[src/rtl/vga_text_pkg.sv]
// Shared constants for the 80x30 text console scan-out, plus the control word
// that travels down the fetch pipeline beside each pixel.
package vga_text_pkg;
    localparam int H_ACTIVE_DEF = 640;
    localparam int H_FP_DEF     = 16;
    localparam int H_SYNC_DEF   = 96;
    localparam int H_BP_DEF     = 48;
    localparam int V_ACTIVE_DEF = 480;
    localparam int V_FP_DEF     = 10;
    localparam int V_SYNC_DEF   = 2;
    localparam int V_BP_DEF     = 33;

    localparam int TEXT_COLS   = 80;
    localparam int TEXT_ROWS   = 30;
    localparam int FONT_W      = 8;
    localparam int FONT_H      = 16;
    localparam int PIPE_LAT    = 5;
    localparam int ADDR_W      = 13;
    localparam int FONT_ADDR_W = 12;
    localparam int CNT_W       = 10;

    typedef struct packed {
        logic       de;
        logic       hs_n;
        logic       vs_n;
        logic       fs;
        logic       cur;
        logic [2:0] bit_idx;
    } ctl_t;

    localparam ctl_t CTL_IDLE = '{de: 1'b0, hs_n: 1'b1, vs_n: 1'b1, fs: 1'b0,
                                  cur: 1'b0, bit_idx: 3'd0};
endpackage

[src/rtl/vga_timing.sv]
// Horizontal/vertical raster counters with raw (undelayed) sync, active and
// frame-start flags derived combinationally from the counter values.
module vga_timing
    import vga_text_pkg::*;
#(
    parameter int H_ACTIVE = H_ACTIVE_DEF,
    parameter int H_FP     = H_FP_DEF,
    parameter int H_SYNC   = H_SYNC_DEF,
    parameter int H_BP     = H_BP_DEF,
    parameter int V_ACTIVE = V_ACTIVE_DEF,
    parameter int V_FP     = V_FP_DEF,
    parameter int V_SYNC   = V_SYNC_DEF,
    parameter int V_BP     = V_BP_DEF
) (
    input  logic             i_clk,
    input  logic             i_rst_n,
    output logic [CNT_W-1:0] o_hcnt,
    output logic [CNT_W-1:0] o_vcnt,
    output logic             o_active,
    output logic             o_hsync_n,
    output logic             o_vsync_n,
    output logic             o_frame_start
);
    localparam int H_TOTAL   = H_ACTIVE + H_FP + H_SYNC + H_BP;
    localparam int V_TOTAL   = V_ACTIVE + V_FP + V_SYNC + V_BP;
    localparam int H_SYNC_LO = H_ACTIVE + H_FP;
    localparam int H_SYNC_HI = H_SYNC_LO + H_SYNC;
    localparam int V_SYNC_LO = V_ACTIVE + V_FP;
    localparam int V_SYNC_HI = V_SYNC_LO + V_SYNC;

    logic [CNT_W-1:0] r_hcnt;
    logic [CNT_W-1:0] r_vcnt;

    always_ff @(posedge i_clk or negedge i_rst_n) begin
        if (!i_rst_n) begin
            r_hcnt <= '0;
            r_vcnt <= '0;
        end else if (r_hcnt == CNT_W'(H_TOTAL - 1)) begin
            r_hcnt <= '0;
            r_vcnt <= (r_vcnt == CNT_W'(V_TOTAL - 1)) ? '0 : r_vcnt + 1'b1;
        end else begin
            r_hcnt <= r_hcnt + 1'b1;
        end
    end

    assign o_hcnt        = r_hcnt;
    assign o_vcnt        = r_vcnt;
    assign o_active      = (r_hcnt < CNT_W'(H_ACTIVE)) && (r_vcnt < CNT_W'(V_ACTIVE));
    assign o_hsync_n     = !((r_hcnt >= CNT_W'(H_SYNC_LO)) && (r_hcnt < CNT_W'(H_SYNC_HI)));
    assign o_vsync_n     = !((r_vcnt >= CNT_W'(V_SYNC_LO)) && (r_vcnt < CNT_W'(V_SYNC_HI)));
    assign o_frame_start = (r_hcnt == '0) && (r_vcnt == '0);
endmodule

[src/rtl/vga_text_renderer.sv]
// Text-mode scan-out: raster timing, text RAM and font ROM fetch, cursor
// overlay, with every output delayed to line up with the pixel (5 cycles).
module vga_text_renderer
    import vga_text_pkg::*;
#(
    parameter int H_ACTIVE     = H_ACTIVE_DEF,
    parameter int H_FP         = H_FP_DEF,
    parameter int H_SYNC       = H_SYNC_DEF,
    parameter int H_BP         = H_BP_DEF,
    parameter int V_ACTIVE     = V_ACTIVE_DEF,
    parameter int V_FP         = V_FP_DEF,
    parameter int V_SYNC       = V_SYNC_DEF,
    parameter int V_BP         = V_BP_DEF,
    parameter int BLINK_FRAMES = 32
) (
    input  logic                   i_clk,
    input  logic                   i_rst_n,
    output logic [ADDR_W-1:0]      o_address,
    input  logic [7:0]             i_data,
    output logic [FONT_ADDR_W-1:0] o_font_addr,
    input  logic [7:0]             i_font_data,
    input  logic                   i_cursor_en,
    input  logic [4:0]             i_cursor_row,
    input  logic [6:0]             i_cursor_col,
    output logic                   o_pixel,
    output logic                   o_de,
    output logic                   o_hsync,
    output logic                   o_vsync,
    output logic                   o_frame_start
);
    localparam int COLS    = H_ACTIVE / FONT_W;
    localparam int ROWS    = V_ACTIVE / FONT_H;
    localparam int FRAME_W = $clog2(BLINK_FRAMES + 1);

    logic [CNT_W-1:0] w_hcnt;
    logic [CNT_W-1:0] w_vcnt;
    logic             w_active;
    logic             w_hs_n;
    logic             w_vs_n;
    logic             w_fs;
    logic [6:0]       w_col;
    logic [4:0]       w_row;
    logic [3:0]       w_line;
    logic             w_cur;
    ctl_t             w_ctl_p0;

    logic [FRAME_W-1:0] r_frame;
    logic               r_blink;
    ctl_t               r_ctl_p1, r_ctl_p2, r_ctl_p3, r_ctl_p4;
    logic [3:0]         r_line_p1, r_line_p2;

    vga_timing #(
        .H_ACTIVE(H_ACTIVE), .H_FP(H_FP), .H_SYNC(H_SYNC), .H_BP(H_BP),
        .V_ACTIVE(V_ACTIVE), .V_FP(V_FP), .V_SYNC(V_SYNC), .V_BP(V_BP)
    ) u_timing (
        .i_clk         (i_clk),
        .i_rst_n       (i_rst_n),
        .o_hcnt        (w_hcnt),
        .o_vcnt        (w_vcnt),
        .o_active      (w_active),
        .o_hsync_n     (w_hs_n),
        .o_vsync_n     (w_vs_n),
        .o_frame_start (w_fs)
    );

    assign w_col  = 7'(w_hcnt >> 3);
    assign w_row  = 5'(w_vcnt >> 4);
    assign w_line = w_vcnt[3:0];

    // Out-of-range cursor coordinates are rejected explicitly so they never
    // alias onto blanking-interval cells.
    assign w_cur = i_cursor_en && r_blink
                && (w_row == i_cursor_row) && (w_col == i_cursor_col)
                && (i_cursor_row < 5'(ROWS)) && (i_cursor_col < 7'(COLS));

    always_comb begin
        w_ctl_p0         = CTL_IDLE;
        w_ctl_p0.de      = w_active;
        w_ctl_p0.hs_n    = w_hs_n;
        w_ctl_p0.vs_n    = w_vs_n;
        w_ctl_p0.fs      = w_fs;
        w_ctl_p0.cur     = w_cur;
        w_ctl_p0.bit_idx = w_hcnt[2:0];
    end

    always_ff @(posedge i_clk or negedge i_rst_n) begin
        if (!i_rst_n) begin
            r_frame <= '0;
            r_blink <= 1'b0;
        end else if (w_fs) begin
            if (r_frame == FRAME_W'(BLINK_FRAMES - 1)) begin
                r_frame <= '0;
                r_blink <= !r_blink;
            end else begin
                r_frame <= r_frame + 1'b1;
            end
        end
    end

    always_ff @(posedge i_clk or negedge i_rst_n) begin
        if (!i_rst_n) begin
            r_ctl_p1      <= CTL_IDLE;
            r_ctl_p2      <= CTL_IDLE;
            r_ctl_p3      <= CTL_IDLE;
            r_ctl_p4      <= CTL_IDLE;
            r_line_p1     <= '0;
            r_line_p2     <= '0;
            o_address     <= '0;
            o_font_addr   <= '0;
            o_pixel       <= 1'b0;
            o_de          <= 1'b0;
            o_hsync       <= 1'b1;
            o_vsync       <= 1'b1;
            o_frame_start <= 1'b0;
        end else begin
            // p0 -> p1: issue text RAM address
            r_ctl_p1  <= w_ctl_p0;
            r_line_p1 <= w_line;
            o_address <= w_active ? {1'b0, w_row, w_col} : '0;
            // p2 -> p3: character code arrives, issue font ROM address
            r_ctl_p2    <= r_ctl_p1;
            r_line_p2   <= r_line_p1;
            r_ctl_p3    <= r_ctl_p2;
            o_font_addr <= {i_data, r_line_p2};
            // p4 -> p5: glyph row arrives, select bit and apply cursor inverse
            r_ctl_p4      <= r_ctl_p3;
            o_pixel       <= r_ctl_p4.de & (i_font_data[3'd7 - r_ctl_p4.bit_idx] ^ r_ctl_p4.cur);
            o_de          <= r_ctl_p4.de;
            o_hsync       <= r_ctl_p4.hs_n;
            o_vsync       <= r_ctl_p4.vs_n;
            o_frame_start <= r_ctl_p4.fs;
        end
    end
endmodule

[config.mk]
export PLATFORM = sky130hd
export DESIGN_NAME = vga_text_renderer
export DESIGN_NICKNAME = d
export VERILOG_FILES = /design/src/rtl/vga_text_pkg.sv /design/src/rtl/vga_timing.sv /design/src/rtl/vga_text_renderer.sv
export SDC_FILE = /design/constraint.sdc
export NUM_CORES = 1
export LEC_CHECK = 0
export CORE_ASPECT_RATIO = 1.1
export CORE_MARGIN = 8
export CORE_UTILIZATION = 30
export CTS_CLUSTER_DIAMETER = 150
export DETAILED_ROUTE_END_ITERATION = 8
export PLACE_DENSITY = 0.48
export REMOVE_ABC_BUFFERS = 1
export SETUP_SLACK_MARGIN = 0.02
export SLEW_MARGIN = 20
export SYNTH_ARGS = -nofsm -noshare
export SYNTH_HDL_FRONTEND = slang
export SYNTH_SLANG_ARGS = --single-unit
[constraint.sdc]
create_clock -name i_clk -period 2.82 [get_ports i_clk]
set_clock_uncertainty 0.2 [all_clocks]
set_input_delay 0.564 -clock i_clk [delete_from_list [all_inputs] [get_ports i_clk]]
set_output_delay 0.564 -clock i_clk [all_outputs]
set_load 0.02 [all_outputs]
Yosys cells after proc, flatten, opt, wreduce, memory -nomap -nowiden. Cells that the tools add are included.

Add/subtract/negate cells: 4. $lt $le $gt $ge: 9. Equal/unequal tests: 5. Muxes and demuxes: 6. Bitwise gates (word level): 2. Reduce and logical (&&, ||, !) cells: 15.

Operators with widths (count): 10-bit by 1-bit adder with 10-bit output (second input constant) (2); 10-bit == test (second input constant) (2); 10-bit zero test (2); 10-bit less-than comparator (second input constant) (2); 10-bit by 9-bit less-than comparator with 1-bit output (second input constant) (2); 10-bit 2-to-1 mux (2); 12-bit 2-to-1 mux (1); 10-bit >= comparator (second input constant) (1); 10-bit by 9-bit >= comparator with 1-bit output (second input constant) (1); 1-bit logical AND (9); 7-bit == test (1); 7-bit less-than comparator (second input constant) (1); 6-bit by 1-bit adder with 6-bit output (second input constant) (1); 6-bit by 5-bit == test with 1-bit output (second input constant) (1); 6-bit 2-to-1 mux (1); 5-bit == test (1); 5-bit less-than comparator (second input constant) (1); 3-bit by 4-bit less-than comparator with 1-bit output (second input constant) (1); 1-bit binary-select mux with 3-bit select (1); 1-bit zero test (3); 3-bit subtractor (first input constant) (1); 2-bit AND reduction (1); 1-bit AND (1); 1-bit 2-to-1 mux (1); 1-bit bitwise XOR (1).

Register bits after elaboration: 96. Input port bits: 31. Output and inout port bits: 30. Logic and storage cells: 78.

Longest topological paths before layout. Gate-level depths: netlist of run 1.

Word-level depth: 5. Gate-level depth with buffers: 6. Mapped depth without buffers: 6.

Modules after synthesis. From an unflattened synthesis of run 1, not the netlist that was laid out.

Cell total of the unflattened synthesis: 247. Area, all modules: 3484.6 um^2.

By module, submodules not included: vga_text_renderer (instances 1, cells an instance 135, area each 2357.3 um^2, sequential area each 1914.3 um^2); vga_timing (instances 1, cells an instance 112, area each 1127.3 um^2, sequential area each 500.5 um^2).

Least setup slack after synthesis of run 1. Ideal clock, no wire load.

Path kind: flip-flop to flip-flop. Start: reg u_timing.r_hcnt[0], in the netlist u_timing.o_hcnt[0]. End: reg u_timing.r_vcnt[9], in the netlist u_timing.o_vcnt[9]. Library setup time: 0.076 ns. Data arrival time: 1.861 ns. Data required time: 2.544 ns. Path slack: 0.683 ns. Stages on the path, launching flop included: 7. Path buffers: 1. Period minus slack after synthesis: 2.137 ns. Path through: dfrtp_1 > ha_1 > nand3_2 > or4_1 > buf_2 > or4_1 > o21ai_1.

Word-level cells in the longest chain between the ends: 1.

RTL lines: start, declared (line vga_timing.sv:31) `logic [CNT_W-1:0] r_hcnt;`; start signal, assigned (line vga_timing.sv:42) `r_hcnt <= r_hcnt + 1'b1;`; 10-bit == test (line vga_timing.sv:38) `end else if (r_hcnt == CNT_W'(H_TOTAL - 1)) begin`; end signal, assigned (line vga_timing.sv:40) `r_vcnt <= (r_vcnt == CNT_W'(V_TOTAL - 1)) ? '0 : r_vcnt + 1'b1;`; end, declared (line vga_timing.sv:32) `logic [CNT_W-1:0] r_vcnt;`.

Every way passes these cells. A chain may end at the register's enable or synchronous reset.

Final worst setup path of run 1. Ends and elaborated chain as after synthesis.

==> results of run 1 <==
[registers in the layout, indices dropped and copies added, names as in the netlist, 6 cells and up]
register / count
o_address: 12
r_ctl_p1: 8
u_timing.o_vcnt: 10
r_frame: 6
u_timing.o_hcnt: 10
r_ctl_p3: 8
r_ctl_p2: 8
o_font_addr: 12
r_ctl_p4: 8
[power groups by stage]
stage,combinational [uW],clock (uW),sequential (uW)
finish,110,1170,1390
global route,122,1290,1380
CTS,113,1220,1390
detailed placement,112,0,1410
global placement,111,0,1410
floorplan,11.8,0,1420
[cell usage in the layout (no fill, tap or decap), drive strengths merged, types with 3 or more instances in the layout]
cell	netlist	routed
dfrtp	86	86
clkdlybuf4s50	0	58
nand3	16	16
nand2	13	13
nor2	13	13
and2	13	13
xnor2	12	12
xor2	12	12
buf	6	11
clkbuf	9	11
dfstp	10	10
inv	8	9
nor4	8	8
o21ai	8	8
nor3	7	7
and3	6	6
nand4	5	5
ha	5	5
or4	3	3
a31oi	3	3
mux2	3	3
[worst min path at each step]
| stage | start | endpoint | slack (ns) | depth (start not counted) |
|---|---|---|---|---|
| after global placement | r_ctl_p1[4]$_DFF_PN0_ | r_ctl_p2[4]$_DFF_PN0_ | 0.13 | 0 |
| after floorplan | i_rst_n | o_address[0]$_DFF_PN0_ | 0.07 | 0 |
| after global routing | i_rst_n | o_address[6]$_DFF_PN0_ | 0.07 | 1 |
| after detailed placement | r_ctl_p4[4]$_DFF_PN0_ | o_frame_start$_DFF_PN0_ | 0.14 | 0 |
| after CTS | i_rst_n | r_ctl_p4[2]$_DFF_PN0_ | 0.04 | 1 |
| final | i_rst_n | r_ctl_p4[2]$_DFF_PN0_ | 0.03 | 1 |
[cells by family (layout without fill, tap and decap cells)]
group / Yosys count / after routing / synth area share, %
AO/OA/AOI/OAI: 19 / 19 / 3.41
XOR/XNOR: 24 / 24 / 5.91
adder cells (fa/ha/maj): 5 / 5 / 1.76
buffers and inverters: 23 / 93 / 2.92
flip-flops: 96 / 96 / 67.9
multiplexers: 6 / 6 / 2.50
other: 1 / 1 / 0.105
AND/OR/NAND/NOR: 95 / 95 / 15.5
[metal layers]
| metal | vias to the layer above | global-route usage [%] | wire (um) |
|---|---|---|---|
| li1 | 1050 | - | - |
| met1 | 1090 | 13.5 | 3560 |
| met2 | 77 | 15.6 | 3350 |
| met3 | 2 | 3.54 | 483 |
| met4 | 0 | 4.63 | 35 |
| met5 | - | 0 | 0 |
[per-stage QoR]
stage	util [%]	setup slack [ns]	hold slack, ns	instances	power (uW)
after floorplan	-	0.332	0.0684	254	1430
after global placement	37.5	0.595	0.132	473	1520
after detailed placement	37.5	0.554	0.136	473	1520
after CTS	40.0	0.520	0.0419	489	2720
after global routing	40.0	0.324	0.0725	489	2790
final	40.0	0.538	0.0262	489	2670
[layout make-up]
type / instances / area share (%)
clock buffer: 11 / 5.04
inverter: 8 / 0.650
timing repair buffer: 69 / 14.3
multi-input combinational: 150 / 22.4
tap: 150 / 4.06
sequential: 96 / 52.2
clock inverter: 5 / 1.22
==> results.toml, run 1 <==
[status]
status = "finished clean"

[floorplan]
initial_core_util_pct = 30.8
design.core.area_um2 = 11500
ios = 61
die_h_um = 130
rows = 41
dieArea_um2 = 15600
die_w_um = 120

[grt]
gr-total-overflow = 0
grt_max_degree = 49
antenna_found_initial = 0
grt_pass1_wl_um = 12600
grt_pass1_vias = 2399
grt_usage_pct = 10.4

[worst_setup_path]
start_kind = "flop"
critPathCapture = "u_timing.o_vcnt[9]$_DFFE_PN0N_"
cpPeakStageDelay_ns = 0.62
crit_arrival_ns = 2.35
r2r-end = "u_timing.o_vcnt[9]$_DFFE_PN0N_"
worstPathRequired_ns = 2.88
crit_chain = "ha_1 > nand3_2 > or4_1 > or4_1 > o21ai_1"
rrSetupSlack_ns = 0.54
startpoint = "u_timing.o_hcnt[0]$_DFF_PN0_"
r2r_start = "u_timing.o_hcnt[0]$_DFF_PN0_"
path_buf_inv = 0
worst-path-stages = 5
crit_type = "flop to flop"
cp_top_family = "simple AND/OR/NAND/NOR gates"
reg2reg_depth = 5
cp_slowest_cell = "or4_1"
crit_top_cell = "or4_1"
worstSetupEndpointType = "flop"
critPathMaxFanout = 7

[pwr]
pwr-share-seq_pct = 51.9
p_int_uw = 2130
switching_share_pct = 20.2
p_leak_uw = 0.00201
p_sw_uw = 540
power.share.clock_pct = 44.0
power_density_nw_per_um2 = 578
p_comb_share_pct = 4.1
ir_drop_uv = 243

[sta]
setup-violations-final = 0
finalCritPeriodShare_pct = 80.9
worstMarginPinSlew_ns = 0.569
max-slew-margin-rel_pct = 61.9
rsz0062_at_grt = "no"
fmax_mhz = 438
finalHoldViolCount = 0
tns_ns = 0
layout_min_cycle_time_ns = 2.28
drv_slew = 0

[logic_synthesis]
netlist_instances = 269
synth-seq-cells = 96
syn_area_um2 = 3560
postSynthAreaPerCell_um2 = 13.2
synth_warnings = 0
postSynth.asyncResetShare_pct = 100
synth_top_area_share_pct = 60.5
synth_top_area_cell = "dfrtp_1"
synthTopCellsByArea = "dfrtp_1 61%, dfstp_2 7.4%, xnor2_1 3.0%"
yosys-top-cells-count = "86 x dfrtp_1, 15 x nand3_1, 13 x nand2_1, 13 x nor2_1"
synth-edff-count = 0
seq_area_frac_synth_pct = 67.9
synth_cell_types = 47
synth_top_flop_cell = "dfrtp_1"
synth.most_common_cell = "dfrtp_1"

[clocking]
cts_made_buffers = 9
root_buffer = "clkbuf_16"
cts_setup_buffers = 0
cts_tree = "yes"
cts.sinks = 96
htreeDepth = 3
ctsHoldBuffers = 0
clk_latency_ns = 0.33
cts.repair.resized = 0
cts_buffer_depth = 2
cts.clk_slew.worst_paths_ns = 0.06

[placement]
gp_routability_congestion = 0.806
dp_hpwl_um = 5350
dpl_cell_area_um2 = 4330
port_buffers = 59

[layout]
multi_input_area_um2 = 1040
final_area_um2 = 4620
finalNetCount = 370
diodes = 0
register_area_um2 = 2410
fillers = 1108
drive_gt1_share_pct = 14.2
syn_to_final_growth_pct = 30.0

[job]
maxCapViolations = 0

[detailed_routing]
post-route-drc-count = 0
dr.pass1.iters = 4
routed_wl_um = 7430
routed-via-count = 2219
avgViaCountPerCell = 4.54
antenna_left = 0
drt-wirelength-per-cell_um = 15.2
drtIter0Drc = 72

[min_path]
hold_path_class = "input pin to async pin"
No activity file was read; power rests on OpenSTA's default activity.
==> run 2: changes to the inputs <==
--- a/config.mk
+++ b/config.mk
@@ -10,7 +10,7 @@
 export CORE_UTILIZATION = 30
 export CTS_CLUSTER_DIAMETER = 150
 export DETAILED_ROUTE_END_ITERATION = 8
-export PLACE_DENSITY = 0.48
+export PLACE_DENSITY = 0.5
 export REMOVE_ABC_BUFFERS = 1
 export SETUP_SLACK_MARGIN = 0.02
 export SLEW_MARGIN = 20
==> constraint.sdc (replaced) <==
create_clock -name i_clk -period 2.05 [get_ports i_clk]
set_clock_uncertainty 0.2 [all_clocks]
set_input_delay 0.41 -clock i_clk [delete_from_list [all_inputs] [get_ports i_clk]]
set_output_delay 0.41 -clock i_clk [all_outputs]
set_load 0.02 [all_outputs]
==> results.toml, run 2 (synthesis results as in run 1) <==
[min_path]
hold_path_class = "flop to flop"
worstHoldStart = "r_ctl_p3[2]$_DFF_PN0_"
min_path_cells = 0
min_to = "r_ctl_p4[2]$_DFF_PN0_"

[floorplan]
initial_core_util_pct = 30.8
die_w_um = 120
die_h_um = 130
ios = 61
design.core.area_um2 = 11500
dieArea_um2 = 15600
rows = 41

[clocking]
root_buffer = "clkbuf_16"
cts_buffer_depth = 2
htreeDepth = 3
cts_tree = "yes"
cts.sinks = 96
cts.clk_slew.worst_paths_ns = 0.07
clk_latency_ns = 0.34
cts_made_buffers = 9

[detailed_routing]
routed-via-count = 2287
dr.pass1.iters = 4
post-route-drc-count = 0
routed_wl_um = 7570
drtIter0Drc = 139
antenna_left = 0
drt-wirelength-per-cell_um = 14.8
avgViaCountPerCell = 4.47

[layout]
final_common_cell = "dfrtp_1"
syn_to_final_growth_pct = 37.9
finalNetCount = 393
drive_gt1_share_pct = 22.4
final_area_um2 = 4900
fillers = 1075
diodes = 0
post-route-util_pct = 42.5
most-common-layout-cells = "85 x dfrtp_1, 56 x clkdlybuf4s50_1, 31 x buf_4"
reg_top3 = "o_address: 12 flops, o_font_addr: 12 flops"

[grt]
gr-total-overflow = 0
grt_max_degree = 38
grt_pass1_vias = 2445
antenna_found_initial = 0
grt_usage_pct = 10.5
grt_pass1_wl_um = 12700

[sta]
setup-violations-final = 0
layout_min_cycle_time_ns = 2.01
finalCritPeriodShare_pct = 98.0
whs_ns = 0.147
fmax_mhz = 498
drv_slew = 0
rsz0062_at_grt = "yes"
finalHoldViolCount = 0

[worst_setup_path]
start_kind = "flop"
crit_type = "flop to flop"
r2r_start = "u_timing.o_hcnt[4]$_DFF_PN0_"
r2r-end = "u_timing.o_vcnt[9]$_DFFE_PN0N_"
worstPathRequired_ns = 2.11
critPathMaxFanout = 5
rrSetupSlack_ns = 0.04
crit_arrival_ns = 2.07
reg2reg_depth = 4
worstSetupEndpointType = "flop"
startpoint = "u_timing.o_hcnt[4]$_DFF_PN0_"

[placement]
dpl_cell_area_um2 = 4520
port_buffers = 59
dp_hpwl_um = 5500
gp_routability_congestion = 0.799

[pwr]
pwr-share-seq_pct = 49.7
switching_share_pct = 20.2
ir_drop_uv = 546
p_comb_share_pct = 4.1
p_sw_uw = 773
power.share.clock_pct = 46.2
power_density_nw_per_um2 = 783
p_int_uw = 3060
p_leak_uw = 0.00214

[job]
maxCapViolations = 0

[status]
status = "finished clean"
-- run 2: power groups by stage --
stage	clock network (uW)	logic [uW]	registers, uW
floorplan	0	16.2	1950
global placement	0	159	1940
detailed placement	0	160	1940
CTS	1840	163	1910
global route	1920	174	1900
finish	1770	157	1910
-- run 2: cell type report --
cell class / count / area (um2) / share of cell area, %
Multi-Input combinational cell: 150 / 1080 / 22.1
Sequential cell: 96 / 2420 / 49.3
Timing Repair Buffer: 92 / 861 / 17.6
Clock inverter: 6 / 93.8 / 1.91
Clock buffer: 10 / 229 / 4.67
Tap cell: 150 / 188 / 3.83
Inverter: 8 / 30.0 / 0.613
-- run 2: how the worst max path moves through the flow --
| stage | end | slack [ns] | depth (start not counted) |
|---|---|---|---|
| final | u_timing.o_vcnt[9]$_DFFE_PN0N_ | 0.04 | 4 |
| after floorplan | u_timing.o_vcnt[8]$_DFFE_PN0N_ | -0.44 | 5 |
| after global placement | u_timing.o_vcnt[9]$_DFFE_PN0N_ | 0.03 | 5 |
| after detailed placement | r_frame[5]$_DFFE_PN0P_ | -0.03 | 6 |
| after global routing | r_frame[3]$_DFFE_PN0P_ | -0.02 | 7 |
| after CTS | u_timing.o_vcnt[9]$_DFFE_PN0N_ | 0.03 | 5 |
-- run 2: repair_timing --
item | CTS | global route
setup endpoints to repair | 6 | 8
pin swaps | 1 | 5
resized for setup | 6 | 7
hold buffers | 1 | 0
hold endpoints to repair | 22 | 0
setup buffers | 0 | 0
-- run 2: worst max-delay path, cell delays in order (launching register included) --
cell and delay [ns]:
dfrtp_1 0.49, nand4b_4 0.14, or4_4 0.51, or4_1 0.50, o21ai_1 0.09
-- run 2: routing by layer --
metal | vias up | wire length (um) | track usage [%]
met3 | 7 | 508 | 4.06
met5 | - | 0 | 0
met2 | 65 | 3490 | 16.4
met4 | 0 | 123 | 5.00
met1 | 1117 | 3450 | 12.7
li1 | 1098 | - | -
-- run 2: per-stage QoR --
| step | TNS (ns) | std cells | total power (uW) | setup slack (ns) |
|---|---|---|---|---|
| 2_1_floorplan | -2.85 | 254 | 1970 | -0.438 |
| 3_3_place_gp | 0 | 495 | 2100 | 0.0259 |
| 3_5_place_dp | -0.0336 | 495 | 2100 | -0.0336 |
| 4_1_cts | 0 | 512 | 3910 | 0.0256 |
| 5_1_grt | -0.0428 | 512 | 4000 | -0.0238 |
| 6_report | 0 | 512 | 3840 | 0.0401 |
